`src/rtl/alu_cmd_issuer_if.sv`:
```
// Bundles every signal the ALU command issuer exchanges with the outside world.
// slave modport: the issuer itself. master modport: upstream command source,
// response consumer and the combinational ALU, seen together from the far side.
// Ports: cmd_* command stream in, alu_* operands out / result in, rsp_* response stream out, busy.
interface alu_cmd_issuer_if #(
  parameter int WIDTH = 8,
  parameter int TAG_W = 2
);
  logic             cmd_valid;
  logic             cmd_ready;
  logic [2:0]       cmd_instruction;
  logic [WIDTH-1:0] cmd_operand_a;
  logic [WIDTH-1:0] cmd_operand_b;
  logic [TAG_W-1:0] cmd_tag;

  logic [2:0]       alu_instruction;
  logic [WIDTH-1:0] alu_operand_a;
  logic [WIDTH-1:0] alu_operand_b;
  logic [WIDTH-1:0] alu_result;

  logic             rsp_valid;
  logic             rsp_ready;
  logic [WIDTH-1:0] rsp_data;
  logic [TAG_W-1:0] rsp_tag;
  logic             rsp_err;

  logic             busy;

  modport master (
    output cmd_valid, cmd_instruction, cmd_operand_a, cmd_operand_b, cmd_tag,
    output alu_result,
    output rsp_ready,
    input  cmd_ready,
    input  alu_instruction, alu_operand_a, alu_operand_b,
    input  rsp_valid, rsp_data, rsp_tag, rsp_err,
    input  busy
  );

  modport slave (
    input  cmd_valid, cmd_instruction, cmd_operand_a, cmd_operand_b, cmd_tag,
    input  alu_result,
    input  rsp_ready,
    output cmd_ready,
    output alu_instruction, alu_operand_a, alu_operand_b,
    output rsp_valid, rsp_data, rsp_tag, rsp_err,
    output busy
  );
endinterface

```
`src/rtl/alu_cmd_issuer.sv`:
```
// Purpose: buffers ALU commands in a FIFO, issues them one at a time to an external
//          combinational ALU, returns the captured result with its tag; screens divide-by-zero.
// Latency: accept->rsp_valid = SETTLE_CYCLES+1 cycles (1 cycle for divide-by-zero).
// Backpressure: cmd_ready = !full && !rst (no bypass when full); response held until rsp_ready.
// Ports: clk, rst (sync, active-high); bus (slave modport of alu_cmd_issuer_if).
module alu_cmd_issuer #(
  parameter int WIDTH         = 8,
  parameter int DEPTH         = 4,
  parameter int SETTLE_CYCLES = 1,
  parameter int TAG_W         = 2
) (
  input  logic             clk,
  input  logic             rst,
  alu_cmd_issuer_if.slave  bus
);

  localparam int AW     = (DEPTH > 1) ? $clog2(DEPTH) : 1;
  localparam int FILL_W = AW + 1;
  localparam int CNT_W  = (SETTLE_CYCLES > 1) ? $clog2(SETTLE_CYCLES) : 1;
  localparam logic [2:0] OP_DIV = 3'b010;

  typedef struct packed {
    logic [2:0]       op;
    logic [WIDTH-1:0] a;
    logic [WIDTH-1:0] b;
    logic [TAG_W-1:0] tag;
  } cmd_t;

  typedef enum logic [1:0] {IDLE, DRIVE, RESP} state_t;

  // ---------------- command FIFO ----------------
  cmd_t              mem_q [DEPTH];
  logic [AW-1:0]     wr_ptr_q, wr_ptr_d;
  logic [AW-1:0]     rd_ptr_q, rd_ptr_d;
  logic [FILL_W-1:0] fill_q, fill_d;
  logic              full, empty, push, pop;
  cmd_t              push_cmd, head;

  assign full          = (fill_q == FILL_W'(DEPTH));
  assign empty         = (fill_q == '0);
  assign bus.cmd_ready = !full && !rst;
  assign push          = bus.cmd_valid && bus.cmd_ready;
  assign push_cmd      = {bus.cmd_instruction, bus.cmd_operand_a, bus.cmd_operand_b, bus.cmd_tag};
  assign head          = mem_q[rd_ptr_q];

  // Power-of-two depth lets the pointers wrap naturally.
  always_comb begin
    wr_ptr_d = wr_ptr_q;
    rd_ptr_d = rd_ptr_q;
    fill_d   = fill_q;
    if (push) wr_ptr_d = wr_ptr_q + AW'(1);
    if (pop)  rd_ptr_d = rd_ptr_q + AW'(1);
    case ({push, pop})
      2'b10:   fill_d = fill_q + FILL_W'(1);
      2'b01:   fill_d = fill_q - FILL_W'(1);
      default: fill_d = fill_q;
    endcase
  end

  // Storage needs no reset: entries are only read behind a valid fill count.
  always_ff @(posedge clk) begin
    if (push) mem_q[wr_ptr_q] <= push_cmd;
  end

  // ---------------- issue FSM ----------------
  state_t           state_q, state_d;
  logic [CNT_W-1:0] settle_q, settle_d;
  cmd_t             alu_cmd_q, alu_cmd_d;   // zero outside DRIVE; carries the in-flight tag
  logic             rsp_valid_q, rsp_valid_d;
  logic [WIDTH-1:0] rsp_data_q, rsp_data_d;
  logic [TAG_W-1:0] rsp_tag_q, rsp_tag_d;
  logic             rsp_err_q, rsp_err_d;

  always_comb begin
    state_d     = state_q;
    settle_d    = settle_q;
    alu_cmd_d   = alu_cmd_q;
    rsp_valid_d = rsp_valid_q;
    rsp_data_d  = rsp_data_q;
    rsp_tag_d   = rsp_tag_q;
    rsp_err_d   = rsp_err_q;
    pop         = 1'b0;
    case (state_q)
      IDLE: begin
        if (!empty) begin
          pop = 1'b1;
          if (head.op == OP_DIV && head.b == '0) begin
            // Never reaches the ALU: answer directly with an error response.
            rsp_valid_d = 1'b1;
            rsp_data_d  = '1;
            rsp_err_d   = 1'b1;
            rsp_tag_d   = head.tag;
            state_d     = RESP;
          end else begin
            alu_cmd_d = head;
            settle_d  = CNT_W'(SETTLE_CYCLES - 1);
            state_d   = DRIVE;
          end
        end
      end
      DRIVE: begin
        if (settle_q != '0) begin
          settle_d = settle_q - CNT_W'(1);
        end else begin
          rsp_valid_d = 1'b1;
          rsp_data_d  = bus.alu_result;
          rsp_tag_d   = alu_cmd_q.tag;
          rsp_err_d   = 1'b0;
          alu_cmd_d   = '0;
          state_d     = RESP;
        end
      end
      RESP: begin
        if (bus.rsp_ready) begin
          rsp_valid_d = 1'b0;
          state_d     = IDLE;
        end
      end
      default: state_d = IDLE;
    endcase
  end

  always_ff @(posedge clk) begin
    if (rst) begin
      wr_ptr_q    <= '0;
      rd_ptr_q    <= '0;
      fill_q      <= '0;
      state_q     <= IDLE;
      settle_q    <= '0;
      alu_cmd_q   <= '0;
      rsp_valid_q <= 1'b0;
      rsp_data_q  <= '0;
      rsp_tag_q   <= '0;
      rsp_err_q   <= 1'b0;
    end else begin
      wr_ptr_q    <= wr_ptr_d;
      rd_ptr_q    <= rd_ptr_d;
      fill_q      <= fill_d;
      state_q     <= state_d;
      settle_q    <= settle_d;
      alu_cmd_q   <= alu_cmd_d;
      rsp_valid_q <= rsp_valid_d;
      rsp_data_q  <= rsp_data_d;
      rsp_tag_q   <= rsp_tag_d;
      rsp_err_q   <= rsp_err_d;
    end
  end

  assign bus.alu_instruction = alu_cmd_q.op;
  assign bus.alu_operand_a   = alu_cmd_q.a;
  assign bus.alu_operand_b   = alu_cmd_q.b;
  assign bus.rsp_valid       = rsp_valid_q;
  assign bus.rsp_data        = rsp_data_q;
  assign bus.rsp_tag         = rsp_tag_q;
  assign bus.rsp_err         = rsp_err_q;
  assign bus.busy            = (state_q != IDLE) || !empty;

endmodule

```
`src/flat_wrapper.sv`:
```
// flat-port wrapper written by rule: the top's interface ports become plain ports
module alu_cmd_issuer_flat 
#(
  parameter int WIDTH         = 8,
  parameter int DEPTH         = 4,
  parameter int SETTLE_CYCLES = 1,
  parameter int TAG_W         = 2
)
  (clk, rst, bus_cmd_valid, bus_cmd_instruction, bus_cmd_operand_a, bus_cmd_operand_b, bus_cmd_tag, bus_alu_result, bus_rsp_ready, bus_cmd_ready, bus_alu_instruction, bus_alu_operand_a, bus_alu_operand_b, bus_rsp_valid, bus_rsp_data, bus_rsp_tag, bus_rsp_err, bus_busy);
  alu_cmd_issuer_if #(.WIDTH(WIDTH), .TAG_W(TAG_W)) bus_i ();
  input  logic clk;
  input  logic rst;
  input wire logic [$bits(bus_i.cmd_valid)-1:0] bus_cmd_valid;
  input wire logic [$bits(bus_i.cmd_instruction)-1:0] bus_cmd_instruction;
  input wire logic [$bits(bus_i.cmd_operand_a)-1:0] bus_cmd_operand_a;
  input wire logic [$bits(bus_i.cmd_operand_b)-1:0] bus_cmd_operand_b;
  input wire logic [$bits(bus_i.cmd_tag)-1:0] bus_cmd_tag;
  input wire logic [$bits(bus_i.alu_result)-1:0] bus_alu_result;
  input wire logic [$bits(bus_i.rsp_ready)-1:0] bus_rsp_ready;
  output wire logic [$bits(bus_i.cmd_ready)-1:0] bus_cmd_ready;
  output wire logic [$bits(bus_i.alu_instruction)-1:0] bus_alu_instruction;
  output wire logic [$bits(bus_i.alu_operand_a)-1:0] bus_alu_operand_a;
  output wire logic [$bits(bus_i.alu_operand_b)-1:0] bus_alu_operand_b;
  output wire logic [$bits(bus_i.rsp_valid)-1:0] bus_rsp_valid;
  output wire logic [$bits(bus_i.rsp_data)-1:0] bus_rsp_data;
  output wire logic [$bits(bus_i.rsp_tag)-1:0] bus_rsp_tag;
  output wire logic [$bits(bus_i.rsp_err)-1:0] bus_rsp_err;
  output wire logic [$bits(bus_i.busy)-1:0] bus_busy;
  assign bus_i.cmd_valid = bus_cmd_valid;
  assign bus_i.cmd_instruction = bus_cmd_instruction;
  assign bus_i.cmd_operand_a = bus_cmd_operand_a;
  assign bus_i.cmd_operand_b = bus_cmd_operand_b;
  assign bus_i.cmd_tag = bus_cmd_tag;
  assign bus_i.alu_result = bus_alu_result;
  assign bus_i.rsp_ready = bus_rsp_ready;
  assign bus_cmd_ready = bus_i.cmd_ready;
  assign bus_alu_instruction = bus_i.alu_instruction;
  assign bus_alu_operand_a = bus_i.alu_operand_a;
  assign bus_alu_operand_b = bus_i.alu_operand_b;
  assign bus_rsp_valid = bus_i.rsp_valid;
  assign bus_rsp_data = bus_i.rsp_data;
  assign bus_rsp_tag = bus_i.rsp_tag;
  assign bus_rsp_err = bus_i.rsp_err;
  assign bus_busy = bus_i.busy;
  alu_cmd_issuer #(.WIDTH(WIDTH), .DEPTH(DEPTH), .SETTLE_CYCLES(SETTLE_CYCLES), .TAG_W(TAG_W)) u_core (.clk(clk), .rst(rst), .bus(bus_i));
endmodule
```
`config.mk`:
```
export PLATFORM = sky130hd
export DESIGN_NAME = alu_cmd_issuer_flat
export DESIGN_NICKNAME = d
export VERILOG_FILES = /design/src/rtl/alu_cmd_issuer_if.sv /design/src/rtl/alu_cmd_issuer.sv /design/src/flat_wrapper.sv
export SDC_FILE = /design/constraint.sdc
export NUM_CORES = 1
export LEC_CHECK = 0
export CAP_MARGIN = 10
export CORE_UTILIZATION = 37
export CTS_BUF_LIST = sky130_fd_sc_hd__clkbuf_4 sky130_fd_sc_hd__clkbuf_8
export CTS_CLUSTER_DIAMETER = 100
export DETAILED_ROUTE_END_ITERATION = 12
export PLACE_DENSITY_LB_ADDON = 0.25
export SYNTH_ARGS = -nofsm -noshare
export SYNTH_HDL_FRONTEND = slang
export SYNTH_SLANG_ARGS = --single-unit
```
`constraint.sdc`:
```
create_clock -name clk -period 2.6 [get_ports clk]
set_input_delay 0.39 -clock clk [delete_from_list [all_inputs] [get_ports clk]]
set_output_delay 0.39 -clock clk [all_outputs]
set_load 0.02 [all_outputs]
```
# Yosys cells after proc, flatten, opt, wreduce, memory -nomap -nowiden
# Memories as Yosys holds them, arrays and structs flattened. A register that Yosys moved wholly into a read port is not among the register bits.
# Cells that the tools add are included.
dict set report totals {
  register_bits 43
  mem_bits_rw 84
  out_inout_bits 33
  mem_count 1
}
# name depth word_bits read_ports rd_clocked_by_memory_dff write_ports line
set memory_table {}
lappend memory_table {u_core.mem_q 4 21 1 1 1 alu_cmd_issuer.sv:32} ;# cmd_t mem_q [DEPTH];
dict set report classes {
  addsub 5
  eq_ne 11
  muxes 35
  n_reduce_logical 19
}
# op n
set op_table {}
lappend op_table {{$mux W21} 3}
lappend op_table {{$pmux W21 S2} 1}
lappend op_table {{$mux W8} 3}
lappend op_table {{$mux W2} 9}
lappend op_table {{$pmux W8 S2} 1}
lappend op_table {{$mux W1} 12}
lappend op_table {{$logic_not A8 Y1} 1}
lappend op_table {{$ne A2 B2 Y1 const B} 4}
lappend op_table {{$reduce_and A4 Y1} 2}
lappend op_table {{$pmux W2 S3} 1}
lappend op_table {{$pmux W3 S2} 1}
lappend op_table {{$reduce_and A3 Y1} 2}
lappend op_table {{$reduce_bool A2 Y1} 3}
lappend op_table {{$reduce_and A5 Y1} 1}
lappend op_table {{$add A2 B1 Y2 const B} 2}
lappend op_table {{$eq A2 B1 Y1 const B} 2}
lappend op_table {{$eq A2 B2 Y1 const B} 2}
lappend op_table {{$pmux W1 S2} 2}
lappend op_table {{$pmux W2 S2} 1}
lappend op_table {{$add A3 B1 Y3 const B} 1}
lappend op_table {{$eq A3 B2 Y1 const B} 1}
lappend op_table {{$eq A3 B3 Y1 const B} 1}
lappend op_table {{$logic_and A1 B1 Y1} 3}
lappend op_table {{$logic_not A1 Y1} 3}
lappend op_table {{other kinds (8)} 8}

# Logic depth before layout (Yosys ltp)
# Gate-level depths: netlist (run 1).
dict set report depth {
  word_depth 6
  depth_mapped 10
  depth_no_buf 10
}

# Worst setup path before layout (run 1)
# OpenSTA, ideal clock, no wires.
dict set report synth_path {
  path_type {input port to flip-flop}
  start {input rst}
  end {register u_core.fill_q[2]}
  arrival_time_ps 2326
  slack_ps 203
  path_stages 10
  cell_sequence {clkbuf_1 a31oi_1 and2_1 inv_1 ha_1 inv_1 fa_1 xor2_1 or3_1 a21oi_1}
}
dict set report synth_via {
  elab_chain_len 5
  word_cells_on_any_way 7
  classes_between {2 x eq/ne; 1 x mux; 4 x reduce/logical}
}
# element line
set synth_rtl {}
lappend synth_rtl {{start, declared} flat_wrapper.sv:12} ;# input logic rst;
lappend synth_rtl {{$logic_not A1 Y1 (*)} alu_cmd_issuer.sv:41} ;# assign bus.cmd_ready = !full && !rst;
lappend synth_rtl {{$logic_and A1 B1 Y1 (*)} alu_cmd_issuer.sv:41}
lappend synth_rtl {{via bus_cmd_ready} flat_wrapper.sv:20} ;# output wire logic [$bits(bus_i.cmd_ready)-1:0] bus_cmd_ready;
lappend synth_rtl {{$logic_and A1 B1 Y1 (*)} alu_cmd_issuer.sv:42} ;# assign push = bus.cmd_valid && bus.cmd_ready;
lappend synth_rtl {{$eq A2 B1 Y1 or $eq A2 B2 Y1 (tied branches)} alu_cmd_issuer.sv:53} ;# case ({push, pop})
lappend synth_rtl {{$pmux W3 S2 or $reduce_bool A2 Y1 (tied branches)} -}
lappend synth_rtl {{end signal, assigned} alu_cmd_issuer.sv:138} ;# fill_q <= fill_d;
lappend synth_rtl {{end, declared} alu_cmd_issuer.sv:35} ;# logic [FILL_W-1:0] fill_q, fill_d;
# The timed path passes the listed nets; every way through them passes the cells marked *.
# A chain may end at the register's enable or synchronous reset.

==> results of run 1 <==
==> flip-flops by register name (all words and copies together), names as in the netlist, 2 cells and up, named ones only <==
name                        cells
u_core.rd_ptr_q                 2
u_core.bus.rsp_tag              2
u_core.fill_q                   3
u_core.bus.alu_operand_b        8
u_core.alu_cmd_q                2
u_core.mem_q                   84
u_core.bus.alu_instruction      3
u_core.bus.rsp_data             8
u_core.state_q                  2
u_core.bus.alu_operand_a        8
u_core.wr_ptr_q                 2
==> layer usage <==
| metal | routed length [microns] | global-route usage | vias up |
|---|---|---|---|
| li1 | - | - | 1309 |
| met1 | 4458 | 0.1852 | 1366 |
| met2 | 4285 | 0.2239 | 84 |
| met3 | 530 | 0.04797 | 11 |
| met4 | 141 | 0.06571 | 0 |
| met5 | 0 | 0 | - |
==> placed cells by master (no fill, tap or decap), drive strengths merged, types with 2 or more instances in the layout <==
cell type and n:
inv 11, a22o 10, o21ai 4, bufinv 3, nor2b 5, clkbuf 19
edfxtp 84, ha 5, mux4 21, nand3 2, nor4 3, clkinvlp 5
and2 2, clkdlybuf4s50 65, xnor2 2, o21a 9, and3 5, a21oi 7
nor3 4, xor2 3, a32o 9, nor2 26, dfxtp 44, o21ba 2
nand2 9, buf 17, o41ai 2, mux2 2, a31oi 2, clkinv 3
==> path summary, 6_finish.rpt <==
check,end,slack [ps],cells past startpoint
setup / recovery,u_core.bus.alu_operand_a[3],190,6
hold / removal,u_core.bus.rsp_data[2],470,1
setup reg to reg,u_core.bus.alu_operand_a[3],190,6
hold reg to reg,u_core.bus.rsp_data[2],470,1
==> power by group through the flow <==
stage          logic [W]  clock network, W  registers, W
2_1_floorplan    0.00137                 0       0.00272
3_3_place_gp     0.00193                 0       0.00272
3_5_place_dp     0.00196                 0       0.00272
4_1_cts          0.00197           0.00179       0.00268
5_1_grt          0.00209           0.00188       0.00272
6_report         0.00194           0.00174       0.00268
==> logic make-up (layout without fill, tap and decap cells) <==
kind of cell	after synthesis	after routing	synth area share
flip-flops	128	128	0.6841
AND/OR/NAND/NOR	60	60	0.05910
AO/OA/AOI/OAI	47	47	0.07545
buffers and inverters	43	123	0.05483
multiplexers	23	23	0.1011
adder cells (fa/ha/maj)	6	6	0.01660
XOR/XNOR	5	5	0.008804
==> through the flow <==
stage / worst slack (ps) / hold WS (ps) / power, W
after detailed placement: 132.2 / 456.7 / 0.004687
after global routing: 76.23 / 491.4 / 0.006690
after CTS: 159.5 / 475.6 / 0.006443
after floorplan: 203.1 / 443.1 / 0.004089
final: 191.0 / 467.7 / 0.006365
after global placement: 190.0 / 447.8 / 0.004644
==> cell type report <==
class | instances | share of cell area
Clock buffer | 19 | 0.04033
Clock inverter | 13 | 0.02655
Inverter | 9 | 0.005472
Multi-Input combinational cell | 141 | 0.2114
Sequential cell | 128 | 0.5513
Tap cell | 172 | 0.03486
Timing Repair Buffer | 82 | 0.1301
==> critical path: cells and delay by family (launching register included) <==
kind	cells	cell delay, ps
AOI/OAI and AO/OA	2	490
buffers and inverters	1	200
muxes	1	600
DFF	1	380
and+or+nand+nor	2	670
==> summary.md, run 1 <==
| Metric | Value |
|---|---|
| Sw frac | 0.3074 |
| Fin Setup TNS | 0 ps |
| # fillers | 1,101 |
| CTS Root Cell | clkbuf_8 |
| Slew Limit Fails | 0 |
| Rows | 41 |
| Required time worst endpoint | 2960 ps |
| Drt wl/cell | 16.70 microns |
| Max IR drop VDD | 0.5505 mV |
| Clk pin slew, worst setup/hold paths | 70 ps |
| Predominant post-synthesis flop cell | edfxtp_1 |
| Worst-path fanout max | 19 |
| Post-CTS Resized | 0 |
| Max Cap Violations | 0 |
| Hold WC Path Type | register to register |
| Internal Power | 0.004408 W |
| Post-synth ARST share | 0 |
| Hold bufs inserted after CTS | 0 |
| Setup crit end kind | register |
| Area of placed instances | 0.005761 sq mm |
| Die Area | 0.01391 sq mm |
| Register area share after synthesis | 0.6841 |
| Nets@finish | 418 |
| Period minus WS final | 2409 ps |
| CP Class | register to register |
| Area Overhead vs Synth | 24.09% |
| Initial antenna violation count | 0 |
| Top cell type's share of synthesized area | 0.5070 |
| RSZ-0062 raised after global routing | no |
| Initial Util | 0.3864 |
| Ys Warns | 0 |
| Post-route DRC | 0 |
| Detailed-route wire length | 9416 microns |
| Core area | 0.01288 sq mm |
| Critical path, cell by cell | buf_12, mux4_1, nor4b_2, and4_4, o21ba_4, a32o_1 |
| Slew margin rel. | 0.6984 |
| Final hold viol count | 0 |
| Mean Syn Cell Area | 15.94 sq um |
| Status | complete, no violations |
| Total Routing Usage GR | 0.1452 |
| Combinational share of power | 0.305 |
| Switching power total | 0.001957 W |
| DP HPWL | 6201 microns |
| Die W | 118.0 microns |
| Worst-Skew Late Latency | 420 ps |
| CTS Buf Count | 17 |
| Setup Skew | 7.011 ps |
| IO Count | 66 |
| Routability cong. | 0.7762 |
| Sequential share of power | 0.421 |
| Vias | 2,770 |
| Max stage delay on crit path | 600 ps |
| Number of routed nets with antenna violations | 0 |
| Clock network power share | 0.274 |
| Unique masters post-synth | 43 |
| Share of cells above drive strength 1 | 0.1913 |
| Dominant cells by area after synthesis | edfxtp_1 51%, dfxtp_1 18%, mux4_2 8.6%, buf_4 3.0%, nor2_1 2.0% |
| Postcts setup bufs | 0 |
| Util after Layout | 0.4794 |
| H-tree depth | 4 |
| Design area | 0.006173 sq mm |
| Power density cells | 1031 mW/mm^2 |
| Fin crit share | 0.9265 |
| Post-synth EDFFs | 84 |
| Netlist Area Pre-Place | 0.004975 sq mm |
| DR iter-0 viols | 179 |
| First-pass GRT wire length | 14,950 microns |
| Max Fclk | 415.1 MHz |
| HP Start | u_core.bus.rsp_data[2] |
| Synth cell count leaders | 84 x edfxtp_1, 44 x dfxtp_1, 26 x nor2_1 |
| Yosys reg bits | 128 |
| Dpl cells | 532 |
| TritonCTS clock tree | done |
| Vias/cell | 4.911 |
| Final setup fails | 0 |
| Largest area contributor in the netlist | edfxtp_1 |
| Mapped Cells | 312 |
| Fin cells | 564 |
| Cell at the slowest stage of the critical path | mux4_1 |
| Largest net degree at the start of global routing | 30 |
| Ant. Diodes | 0 |
| Net Count, Synth | 351 |
| Port buffer count | 65 |
| Leakage | 2.109 nW |
| Multi-input gate area | 0.001305 sq mm |
| Drt pass-1 iters | 4 |
| Worst slew pin tran | 452.4 ps |
| Worst EP arrival | 2770 ps |
| Clock buffer depth | 2 |
| Number of global-route vias before repair | 2,859 |
| # clock sinks | 128 |
| Most common cell in the netlist | edfxtp_1 |
| FF+latch area | 0.003403 sq mm |
| GRT overflow | 0 |
| Die H | 118.0 microns |
| CP Launch Type | register |
(Power assumes the default switching activity.)
==> run 2: changes to the inputs <==
--- a/config.mk
+++ b/config.mk
@@ -6,11 +6,15 @@
 export NUM_CORES = 1
 export LEC_CHECK = 0
 export CAP_MARGIN = 10
+export CELL_PAD_IN_SITES_DETAIL_PLACEMENT = 0
+export CELL_PAD_IN_SITES_GLOBAL_PLACEMENT = 1
 export CORE_UTILIZATION = 37
 export CTS_BUF_LIST = sky130_fd_sc_hd__clkbuf_4 sky130_fd_sc_hd__clkbuf_8
 export CTS_CLUSTER_DIAMETER = 100
 export DETAILED_ROUTE_END_ITERATION = 12
+export GPL_ROUTABILITY_DRIVEN = 0
 export PLACE_DENSITY_LB_ADDON = 0.25
+export SETUP_SLACK_MARGIN = 0.15
 export SYNTH_ARGS = -nofsm -noshare
 export SYNTH_HDL_FRONTEND = slang
 export SYNTH_SLANG_ARGS = --single-unit
==> run 2 against run 1 <==
Compared with the run above:
- sequential share of layout area fell by 0.57 points
- first-iteration DRC count down 32%
- non-clock buffer count is 5 higher
- highest routed layer unchanged
- clock-buffer cell count grew 3
- clock skew is 5.8 ps higher
- worst setup slack improved by 76 ps
- final cell count rose by 1.1%
- core utilization up 0.51 points
- critical path depth is 1 higher
- critical path type unchanged
- wire length increased by 2.5%
- global-route usage is 0.14 points higher
==> summary.md, run 2 (same netlist as run 1, synthesis figures left out) <==
| Metric | Value |
|---|---|
| CTS Root Cell | clkbuf_8 |
| Detailed-route wire length | 9655 microns (+2.5%) |
| Setup crit end kind | register |
| Max IR drop VDD | 0.5146 mV (-6.5%) |
| FF+latch area | 0.003403 sq mm (unchanged) |
| Max Cap Violations | 0 (unchanged) |
| GRT overflow | 0 (unchanged) |
| CP Launch Type | register |
| H-tree depth | 4 (unchanged) |
| Worst-Skew Late Latency | 430 ps (about the same) |
| Vias/cell | 4.825 (-1.8%) |
| Period minus WS final | 2333 ps (-76.00 ps) |
| Commonest non-fill, non-tap cell in the layout | edfxtp_1 |
| Share of cells above drive strength 1 | 0.2060 (+0.01470) |
| Clk pin slew, worst setup/hold paths | 80 ps (about the same) |
| CP Class | register to register |
| Hold WC Path Type | register to register |
| Number of global-route vias before repair | 2,858 (-0.035%) |
| Most frequent cells in the layout | 84 x edfxtp_1, 65 x clkdlybuf4s50_1, 44 x dfxtp_1 |
| Nets@finish | 424 (+1.4%) |
| Post-route DRC | 0 (unchanged) |
| DRT met1 WL | 4575 microns (+2.6%) |
| Area Overhead vs Synth | 25.40% |
| IO Count | 66 (unchanged) |
| Number of routed nets with antenna violations | 0 (unchanged) |
| Worst EP arrival | 2660 ps (-110 ps) |
| Area of placed instances | 0.005748 sq mm (-0.22%) |
| Drt pass-1 iters | 5 (+1) |
| CTS Buf Count | 17 (unchanged) |
| Required time worst endpoint | 2920 ps (-40 ps) |
| Die Area | 0.01391 sq mm (unchanged) |
| Dpl ws | 132.2 ps (+0.02300 ps) |
| DP HPWL | 6020 microns (-2.9%) |
| Initial Util | 0.3864 (unchanged) |
| Setup Skew | 12.82 ps (+5.805 ps) |
| Metal2 WL | 4487 microns (+4.7%) |
| Rows | 41 (unchanged) |
| RSZ-0062 raised after global routing | yes |
| Clock buffer depth | 2 (unchanged) |
| WHS | 463.8 ps (-3.909 ps) |
| Largest net degree at the start of global routing | 30 (unchanged) |
| Hold bufs inserted after CTS | 0 (unchanged) |
| Die H | 118.0 microns (unchanged) |
| Slew margin rel. | 0.7085 (+0.01007) |
| Total Routing Usage GR | 0.1467 (+0.001439) |
| First-pass GRT wire length | 15,260 microns (+2.0%) |
| Max reg flops | 84 (unchanged) |
| Status | complete, no violations |
| Fin Setup TNS | 0 ps (unchanged) |
| TritonCTS clock tree | done |
| Power density cells | 1037 mW/mm^2 (+0.58%) |
| Vias | 2,750 (-0.72%) |
| # fillers | 1,111 (+0.91%) |
| Top Layer Used | met4 |
| Core area | 0.01288 sq mm (unchanged) |
| Max Fclk | 428.6 MHz (+3.3%) |
| Design area | 0.006238 sq mm (+1.1%) |
| Fin crit share | 0.8973 (-0.02923) |
| DR iter-0 viols | 121 (-32%) |
| Slew Limit Fails | 0 (unchanged) |
| Port buffer count | 65 (unchanged) |
| Initial antenna violation count | 0 (unchanged) |
| Most flops, register | u_core.mem_q |
| Final hold viol count | 0 (unchanged) |
| Leakage | 2.157 nW (+2.3%) |
| Final setup fails | 0 (unchanged) |
| Drt wl/cell | 16.94 microns (+1.5%) |
| Met3 routed WL | 503 microns (-5.1%) |
| # clock sinks | 128 (unchanged) |
| Ant. Diodes | 0 (unchanged) |
| Worst slew pin tran | 437.3 ps (-15.11 ps) |
| Worst setup margin | 267.0 ps (+76.00 ps) |
| Worst-path fanout max | 15 (-4) |
| Multi-input gate area | 0.001343 sq mm (+2.9%) |
| Die W | 118.0 microns (unchanged) |
-- run 2: changes by cell type in the layout (fill, tap and decap cells not counted), moves of 2 or more --
cell	previous run	this run
buf_4	15	21
clkbuf_4	2	4
clkinv_4	1	3
clkinvlp_4	5	1
inv_6	2	0
nor4_1	2	0
-- run 2: final cells by class --
class	count	share of cell area
Timing Repair Buffer	87	0.1328
Multi-Input combinational cell	142	0.2152
Clock buffer	22	0.04452
Tap cell	172	0.03450
Sequential cell	128	0.5455
Clock inverter	10	0.02206
Inverter	9	0.005415
-- run 2: worst max-delay path, cell delays in order (launching register included) --
cell     delay (ps)
dfxtp_1         360
buf_12          170
mux4_2          560
nor4_4          300
buf_4           150
nand3_1         120
a21oi_2         230
mux2_1          340
-- run 2: worst paths after layout --
kind | startpoint | end | slack, ps | cells past startpoint
setup / recovery | register | u_core.bus.rsp_tag[1] | 270 | 7
hold / removal | u_core.bus.rsp_data[7] | u_core.bus.rsp_data[7] | 460 | 1
setup reg to reg | register | u_core.bus.rsp_tag[1] | 270 | 7
hold reg to reg | u_core.bus.rsp_data[7] | u_core.bus.rsp_data[7] | 460 | 1
-- run 2: power by group --
part	internal [W]	leakage (nW)	switching, W
Clock	0.00101	0.212	0.000763
Combinational	0.000988	0.822	0.00103
Sequential	0.00249	1.12	0.000183
-- run 2: metal layers --
| layer | global-route usage | vias to the layer above |
|---|---|---|
| met1 | 0.1883 | 1339 |
| met5 | 0 | - |
| met3 | 0.04748 | 6 |
| li1 | - | 1324 |
| met4 | 0.05288 | 0 |
| met2 | 0.2316 | 81 |
-- run 2: repair_timing --
action / 4_1_cts / 5_1_grt
cloned: 0 / 1
pin swaps: 0 / 1
endpoints found under the setup margin: 2 / 30
resized for setup: 1 / 3
setup buffers: 0 / 5
-- run 2: through the flow --
stage	total power (W)	std cells	utilization
detailed placement	0.004664	532	0.4464
global route	0.006808	570	0.4845
finish	0.006469	570	0.4845
floorplan	0.004089	312	-
global placement	0.004642	532	0.4464
CTS	0.006459	564	0.4792
